==> config.mk <==
export PLATFORM = sky130hd
export DESIGN_NAME = and_32
export DESIGN_NICKNAME = d
export VERILOG_FILES = /design/src/rtl/and_32_pkg.sv /design/src/rtl/and_32_and_1.sv /design/src/rtl/and_32.sv
export SDC_FILE = /design/constraint.sdc
export NUM_CORES = 1
export LEC_CHECK = 0
export CAP_MARGIN = 20
export CELL_PAD_IN_SITES_DETAIL_PLACEMENT = 1
export CELL_PAD_IN_SITES_GLOBAL_PLACEMENT = 2
export CORE_UTILIZATION = 18
export CTS_CLUSTER_DIAMETER = 40
export DETAILED_ROUTE_END_ITERATION = 12
export GPL_TIMING_DRIVEN = 0
export PLACE_DENSITY_LB_ADDON = 0.25
export SLEW_MARGIN = 20
export SYNTH_ARGS = -nofsm -noshare
export SYNTH_HDL_FRONTEND = slang
export SYNTH_SLANG_ARGS = --single-unit
==> constraint.sdc <==
create_clock -name clk -period 2.4 [get_ports clk]
set_input_delay 0.48 -clock clk [delete_from_list [all_inputs] [get_ports clk]]
set_output_delay 0.48 -clock clk [all_outputs]
set_load 0.03 [all_outputs]
==> src/rtl/and_32_pkg.sv <==
// Shared ALU definitions: datapath width and the big-endian word type
// used by the 32-bit logic units.
package and_32_pkg;

    localparam int unsigned ALU_WIDTH = 32;

    typedef logic [0:ALU_WIDTH-1] alu_word_t;

endpackage : and_32_pkg

==> src/rtl/and_32_and_1.sv <==
// Single-bit two-input AND cell; replicated across the word by and_32.
module and_1 (
    input  logic a,
    input  logic b,
    output logic y
);

    assign y = a & b;

endmodule : and_1

==> src/rtl/and_32.sv <==
// Bitwise AND unit: combinational result Z plus a one-cycle registered copy
// with a valid pulse and zero flag for pipelined consumers.
module and_32
    import and_32_pkg::*;
#(
    parameter int unsigned WIDTH = ALU_WIDTH
) (
    input  logic             clk,
    input  logic             rst_n,
    input  logic [0:WIDTH-1] X,
    input  logic [0:WIDTH-1] Y,
    input  logic             in_valid,
    output logic [0:WIDTH-1] Z,
    output logic [0:WIDTH-1] Z_q,
    output logic             out_valid,
    output logic             zero_q
);

    logic [0:WIDTH-1] res_d;
    logic [0:WIDTH-1] res_q;
    logic             zero_d;
    logic             zero_flag_q;
    logic             valid_d;
    logic             valid_q;

    // One AND cell per bit; Z stays zero-latency and independent of clk/rst_n.
    for (genvar i = 0; i < int'(WIDTH); i++) begin : g_bit
        and_1 u_and_1 (
            .a (X[i]),
            .b (Y[i]),
            .y (Z[i])
        );
    end

    // Capture on in_valid; otherwise hold data and drop the valid pulse.
    always_comb begin
        res_d   = res_q;
        zero_d  = zero_flag_q;
        valid_d = 1'b0;
        if (in_valid) begin
            res_d   = Z;
            zero_d  = ~|Z;
            valid_d = 1'b1;
        end
    end

    always_ff @(posedge clk) begin
        if (!rst_n) begin
            res_q       <= '0;
            zero_flag_q <= 1'b0;
            valid_q     <= 1'b0;
        end else begin
            res_q       <= res_d;
            zero_flag_q <= zero_d;
            valid_q     <= valid_d;
        end
    end

    assign Z_q       = res_q;
    assign zero_q    = zero_flag_q;
    assign out_valid = valid_q;

endmodule : and_32

* Word level (Yosys, flattened, before mapping)
Cells that the tools add are included.
Operators by class: multiplexer cells 1, $lt $le $gt $ge 0, multiply operators 0, bitwise operators 32, reductions and logical operators 2, equal/unequal tests 0, divide/modulo/power cells 0, add/subtract/negate cells 0, shift operators 0
Operators by type and width (number):
- $and A1 B1 Y1 | 32
- $reduce_or A32 Y1 | 1
- $logic_not A1 Y1 | 1
- $mux W1 | 1
Storage, ports and cells: memories kept 0, RAM bits 0, ROM bits 0, bits in latches 0, flip-flop bits (word level) 34, input port bits 67

* Depth between registers and ports, before layout
Gate-level depths: netlist of the first run.
depth after elaboration 3, gate-level depth with buffers 6, mapped depth without buffers 5

* By module
Synthesis of the first run repeated with hierarchy kept, for this count alone.
Unflattened totals: cells, all modules 151, area total of the unflattened synthesis 1564.0 sq um
By module, submodules not included:
- and_32 | area each 1363.8 sq um, cells an instance 119, times used 1
- and_1 | area each 6.3 sq um, cells an instance 1, times used 32

* Worst setup path after synthesis of the first run
OpenSTA, ideal clock, no wires.
kind input to register, from input port in_valid, to register zero_flag_q (netlist: zero_q), library setup time 0.061 ns, buffers on the path 1, data arrival time 1.995 ns, slack 0.344 ns, stages 6, required time 2.339 ns, path through buf_4 -> and2_1 -> or4b_1 -> or4_1 -> nor4_1 -> a32o_1
RTL lines:
- start, declared | RTL line and_32.sv:12 | input logic in_valid,
- end signal, assigned | RTL line and_32.sv:54 | zero_flag_q <= zero_d;
- end, declared | RTL line and_32.sv:22 | logic zero_flag_q;

* Final worst setup path of the first run
from input port X[5] (netlist name), to output port Z[5] (netlist name)
Between the ends: cells in the longest elaborated chain, start to end 1
RTL lines:
- start, declared | RTL line and_32.sv:10 | input logic [0:WIDTH-1] X,
- $and A1 B1 Y1 | RTL line and_32_and_1.sv:8 | assign y = a & b;
- end, declared | RTL line and_32.sv:13 | output logic [0:WIDTH-1] Z,
Every way passes these cells.

==> flow_summary_export.csv, run 1 <==
group,metric,value,unit
synth,synth_warnings,0,
clock_tree,cts_inserted_buffers,5,
critical_path,setup.worst_path.start_class,"input port",
floorplanning,coreArea,9684,um^2
clock_tree,cts.root.buffer_cell,"sky130_fd_sc_hd__clkbuf_8",
clock_tree,postCtsResizedCells,3,
detailed_routing,route.detailed.wl_per_inst,12.44,um
global_route,maximum_number_of_pins_on_one_net_before_global_route_repair,11,
synth,avgSynthCellArea,9.619,um^2
placed_design,placed_cell_area,3267,um^2
floorplanning,rows,36,
global_route,antenna_found_initial,0,
critical_path,worst-setup-path-type,"in2out",
synth,synth_simple_gate_area_share,28.18,%
detailed_routing,totalWireLength,5696,um
timing,final.setup_skew,0,ps
timing,rsz0062_at_grt,"no",
finish,layout.nets,391,
clock_tree,num_clock_sinks,34,
critical_path,crit_path_dat,1870,ps
pwr,worst_case_vdd_ir_drop,0.0001910,V
job,max_cap_viol_count,0,
finish,antenna-diode-count,0,
floorplanning,die_width,101.7,um
synth,synth_top_family_by_area,"simple AND/OR/NAND/NOR gates",
critical_path,cp_max_fo,3,
timing,final_max_slew_viol_count,0,
run_status,result_of_the_run,"completed",
synth,synth_xor_xnor_area_share,0,%
critical_path,crit_path_cell_trace,"clkdlybuf4s50_1 -> and2_1 -> buf_4 -> clkdlybuf4s50_1",
pwr,static-leakage-power,0.001630,uW
detailed_routing,ant_nets,0,
finish,n_fill_cell,1092,
synth,postSynthCellCount,186,
synth,synth_compound_area_share,0.5594,%
clock_tree,hold_buffers,0,
critical_path,cp.required,1920,ps
synth,sequential_fraction_of_the_synthesis_area,38.04,%
floorplanning,floorplan.initialDensity,18.48,%
synth,postSynthNetCount,253,
floorplanning,top_level_ports,133,
pwr,pwr_density_cell,456.0,nW/um^2
detailed_routing,detailroute.via_count,1715,
critical_path,cpMaxStageDelayCell,"sky130_fd_sc_hd__clkdlybuf4s50_1",
clock_tree,clk-insertion-delay-late,280,ps
finish,flow.area_growth_from_synthesis,91.19,%
critical_path,worst_setup_path_end_kind,"primary output",
global_route,grt_pass1_wl,8438,um
finish,multiInputGateArea,834.6,um^2
synth,arithmetic_cell_share_of_the_synthesized_area_counting_full_adders_half_adders_and_majority_gates,0,%
detailed_routing,route.detailed.vias_per_inst,3.745,
global_route,first_global_vias,1647,
critical_path,r2r_setup_slack,1770,ps
floorplanning,die_y,101.7,um
synth,number_of_distinct_library_cell_variants_in_the_gate_level_netlist_after_synthesis,13,
timing,max-slew-margin-rel,47.87,%
pwr,power,1560,uW
clock_tree,cts-root-to-sink-buffers,2,
global_route,global_route.overflow_total,0,
clock_tree,worst_setup_hold_path_clk_slew,70,ps
timing,finalCriticalPeriod,2352,ps
placed_design,dp_hpwl,4647,um
detailed_routing,drt-pass1-iter-count,4,
timing,post-route-period-util,98.00,%
synth,yosys-mux-area-fraction,17.90,%
timing,maxClockFrequency,425.2,MHz
timing,setup_viol,0,
finish,design_area,3421,um^2
critical_path,timing.critical_path.mode_cell,"sky130_fd_sc_hd__clkdlybuf4s50_1",
floorplanning,dieArea,10340,um^2
timing,finalHoldViolations,0,
critical_path,cp_slowest_stage_delay,650,ps
timing,worst-slew-pin-transition,781.9,ps
finish,combined_flip_flop_and_latch_cell_area,680.7,um^2
clock_tree,htree_num_levels,2,
global_route,globalRouteTotalUtil,10.72,%
finish,layout.core_utilization,35.32,%
detailed_routing,drt_first_iter_violations,10,
synth,netlist_area,1789,um^2
clock_tree,buffers_inserted_during_post_cts_setup_optimization,0,
finish,post_route_cells_drive_above_1_share,14.15,%
placed_design,port-buffer-count,131,
clock_tree,tritoncts,"yes",
placed_design,finalWeightedCongestion,0.6496,
detailed_routing,remaining_drc_errors,0,
synth,ys_ff_latch,34,
worst_hold_path,hold_path.class,"in2reg",
==> cells by family (layout without fill, tap and decap cells) <==
kind of cell,after synthesis,after routing
simple gates,79,79
buf+inv,40,179
flops,34,34
mux,32,32
compound gates,1,1
==> cell type report <==
class / instances / share of cell area, %
clock buffers: 8 / 3.219
flip-flops and latches: 34 / 19.90
multi-input cells: 112 / 24.40
plain buffers: 39 / 7.901
inverters: 1 / 0.1097
well taps: 133 / 4.865
repair buffers: 131 / 39.61
==> worst max-delay path: cells and delay by family <==
kind / cells / cell delay (ps)
simple gates: 1 / 170
buf+inv: 3 / 1220
==> stage by stage <==
stage | std cells | setup WS, ps | TNS (ps) | hold slack (ps)
floorplan | 186 | 344.3 | 0 | 608.2
finish | 458 | 48.04 | 0 | 508.1
CTS | 458 | 2.768 | 0 | 503.8
detailed placement | 450 | -329.2 | -351.7 | 496.9
global placement | 450 | -314.7 | -327.8 | 484.1
global route | 458 | 3.127 | 0 | 528.8
==> report_power, final <==
part	switching [uW]	internal (uW)
registers	10.8	586
logic	203	257
clock network	212	290
==> routing by layer <==
layer	wire length, um	track usage (%)	vias to the layer above
li1	-	-	853
met5	0	0	-
met1	2367	12.47	775
met4	57	3.344	0
met2	2592	17.52	82
met3	678	4.900	5
==> cell usage after synthesis, drive strengths merged <==
cell	count	area, um^2
nor4	1	6.260
or2	5	31.28
and2	33	206.5
inv	1	3.750
clkbuf	6	22.52
mux2i	32	320.3
buf	33	247.7
or4	6	45.04
dfxtp	34	680.7
a32o	1	10.01
nor2b	32	200.2
or4b	1	10.01
nor3	1	5.000
==> sequential cells by signal (all words and copies together), names as in the netlist <==
register   flops
zero_q         1
Z_q           32
out_valid      1
==> placed cells by master (no fill, tap or decap) <==
master and n:
sky130_fd_sc_hd__dlymetal6s2s_1 19, sky130_fd_sc_hd__and2_1 33, sky130_fd_sc_hd__nor3_1 1, sky130_fd_sc_hd__clkdlybuf4s50_1 109, sky130_fd_sc_hd__dfxtp_1 34, sky130_fd_sc_hd__or4b_1 1
sky130_fd_sc_hd__a32o_1 1, sky130_fd_sc_hd__nor4_1 1, sky130_fd_sc_hd__or2_2 5, sky130_fd_sc_hd__dlygate4sd2_1 3, sky130_fd_sc_hd__clkbuf_8 8, sky130_fd_sc_hd__nor2b_1 32
sky130_fd_sc_hd__inv_1 1, sky130_fd_sc_hd__buf_4 33, sky130_fd_sc_hd__or4_1 6, sky130_fd_sc_hd__mux2i_1 32, sky130_fd_sc_hd__clkbuf_1 6
==> path summary, 6_finish.rpt <==
kind | startpoint | depth (start not counted) | end
setup / recovery | X[5] | 4 | Z[5]
hold / removal | in_valid | 2 | out_valid
setup reg to reg | zero_q | 1 | zero_q
hold reg to reg | zero_q | 1 | zero_q
No activity file was read; power rests on OpenSTA's default activity.
==> run 2: changes to the inputs <==
--- a/config.mk
+++ b/config.mk
@@ -8,6 +8,7 @@
 export CAP_MARGIN = 20
 export CELL_PAD_IN_SITES_DETAIL_PLACEMENT = 1
 export CELL_PAD_IN_SITES_GLOBAL_PLACEMENT = 2
+export CORE_ASPECT_RATIO = 2
 export CORE_UTILIZATION = 18
 export CTS_CLUSTER_DIAMETER = 40
 export DETAILED_ROUTE_END_ITERATION = 12
==> flow_summary_export.csv, run 2 (same netlist as run 1, synthesis figures left out) <==
group,metric,value,unit
detailed_routing,remaining_drc_errors,0,
timing,maxClockFrequency,423.1,MHz
global_route,antenna_found_initial,0,
detailed_routing,detailroute.via_count,1731,
clock_tree,tritoncts,"yes",
placed_design,dp_hpwl,5235,um
finish,largest_register_ff_count,32,
timing,worst-slew-pin-transition,784.3,ps
detailed_routing,route.detailed.vias_per_inst,3.796,
placed_design,finalWeightedCongestion,0.6586,
global_route,maximum_number_of_pins_on_one_net_before_global_route_repair,11,
clock_tree,buffers_inserted_during_post_cts_setup_optimization,0,
finish,layout_commonest_cell,"sky130_fd_sc_hd__clkdlybuf4s50_1",
detailed_routing,ant_nets,0,
critical_path,crit_path_dat,1880,ps
global_route,first_global_vias,1781,
timing,finalCriticalPeriod,2363,ps
finish,layout_common_cells,"sky130_fd_sc_hd__clkdlybuf4s50_1 (108), sky130_fd_sc_hd__dfxtp_1 (34), sky130_fd_sc_hd__buf_4 (34)",
finish,antenna-diode-count,0,
finish,post_route_cells_drive_above_1_share,14.20,%
critical_path,cp_max_fo,3,
clock_tree,clk-insertion-delay-late,280,ps
worst_hold_path,hold_path.class,"in2reg",
clock_tree,htree_num_levels,2,
floorplanning,die_width,72.50,um
critical_path,worst-setup-path-type,"in2out",
floorplanning,rows,51,
global_route,global_route.overflow_total,0,
timing,setup_viol,0,
critical_path,setup.worst_path.start_class,"input port",
placed_design,placed_cell_area,3266,um^2
clock_tree,cts_inserted_buffers,5,
pwr,internal_cell_power,1223,uW
timing,final.setup_skew,0,ps
pwr,power_switching_share,26.86,%
clock_tree,num_clock_sinks,34,
floorplanning,top_level_ports,133,
finish,design_area,3442,um^2
detailed_routing,totalWireLength,6274,um
floorplanning,floorplan.initialDensity,18.45,%
pwr,power.combinational.fraction,27.7,%
clock_tree,cts-root-to-sink-buffers,2,
timing,final_max_slew_viol_count,0,
detailed_routing,drt_first_iter_violations,12,
global_route,grt_pass1_wl,9128,um
run_status,result_of_the_run,"completed",
timing,finalHoldViolations,0,
floorplanning,coreArea,9699,um^2
clock_tree,worst_setup_hold_path_clk_slew,50,ps
detailed_routing,drt-pass1-iter-count,4,
global_route,globalRouteTotalUtil,12.18,%
placed_design,port-buffer-count,131,
detailed_routing,route.detailed.wl_per_inst,13.76,um
pwr,worst_case_vdd_ir_drop,0.0003008,V
pwr,seq_power_share,35.8,%
pwr,pwr_density_cell,485.9,nW/um^2
timing,post-route-period-util,98.47,%
critical_path,cp.required,1920,ps
finish,layout.nets,391,
timing,rsz0062_at_grt,"no",
finish,flow.area_growth_from_synthesis,92.38,%
job,max_cap_viol_count,0,
critical_path,worst_setup_path_end_kind,"primary output",
floorplanning,dieArea,10370,um^2
pwr,clock_power_share,36.5,%
pwr,net-switching-power,449.2,uW
pwr,static-leakage-power,0.001618,uW
timing,max-slew-margin-rel,47.71,%
clock_tree,cts.root.buffer_cell,"sky130_fd_sc_hd__clkbuf_16",
pwr,power,1672,uW
floorplanning,die_y,143.0,um
-- run 2: final cells by class --
class | count | area [um^2]
clock buffers | 7 | 132.6
repair buffers | 131 | 1345
multi-input cells | 112 | 844.6
inverters | 1 | 3.754
well taps | 132 | 165.2
fillers | 1145 | 6257
flip-flops and latches | 34 | 680.7
plain buffers | 39 | 270.3
-- run 2: worst paths after layout --
path | from | to | slack (ps) | cells after the start
max | Y[26] | Z[26] | 40 | 4
min | in_valid | out_valid | 510 | 2
max reg2reg | zero_q | zero_q | 1770 | 1
min reg2reg | Z_q[0] | Z_q[0] | 510 | 2
-- run 2: power groups by stage --
stage	clock network [uW]	logic (uW)	registers [uW]
finish	610	464	598
global route	655	494	601
CTS	630	477	598
detailed placement	0	478	610
global placement	0	473	609
floorplan	0	198	654
-- run 2: repair_timing --
item	CTS	global route
setup endpoints to repair	5	18
hold buffers	0	0
endpoints found under the hold margin	0	0
resized for setup	5	20
-- run 2: metal layers --
| metal | share of wire (%) | vias to the layer above | wire (um) | global-route usage, % |
|---|---|---|---|---|
| met5 | 0 | - | 0 | 0 |
| met3 | 6.6 | 5 | 417 | 3.811 |
| met4 | 1.8 | 0 | 113 | 5.263 |
| li1 | - | 851 | - | - |
| met2 | 61 | 70 | 3839 | 25.18 |
| met1 | 30 | 805 | 1903 | 9.767 |
-- run 2: worst max-delay path, stage by stage --
cell                              delay (ps)
sky130_fd_sc_hd__clkdlybuf4s50_1         460
sky130_fd_sc_hd__and2_1                  160
sky130_fd_sc_hd__buf_4                   120
sky130_fd_sc_hd__clkdlybuf4s50_1         670
-- run 2: through the flow --
step	util (%)	worst slack, ps	hold WS [ps]	TNS (ps)	instances
detailed placement	33.67	-402.9	506.9	-431.0	449
CTS	34.97	8.607	517.8	0	456
finish	35.49	36.74	511.2	0	456
global route	35.49	3.116	544.0	0	456
floorplan	-	344.3	608.2	0	186
global placement	33.67	-360.3	478.3	-371.7	449
==> run 3: changes to the inputs <==
--- a/config.mk
+++ b/config.mk
@@ -14,7 +14,6 @@
 export DETAILED_ROUTE_END_ITERATION = 12
 export GPL_TIMING_DRIVEN = 0
 export PLACE_DENSITY_LB_ADDON = 0.25
-export SLEW_MARGIN = 20
 export SYNTH_ARGS = -nofsm -noshare
 export SYNTH_HDL_FRONTEND = slang
 export SYNTH_SLANG_ARGS = --single-unit
==> results of run 3 <==
No change in the layout: final DEF, timing and power equal those of run 2.
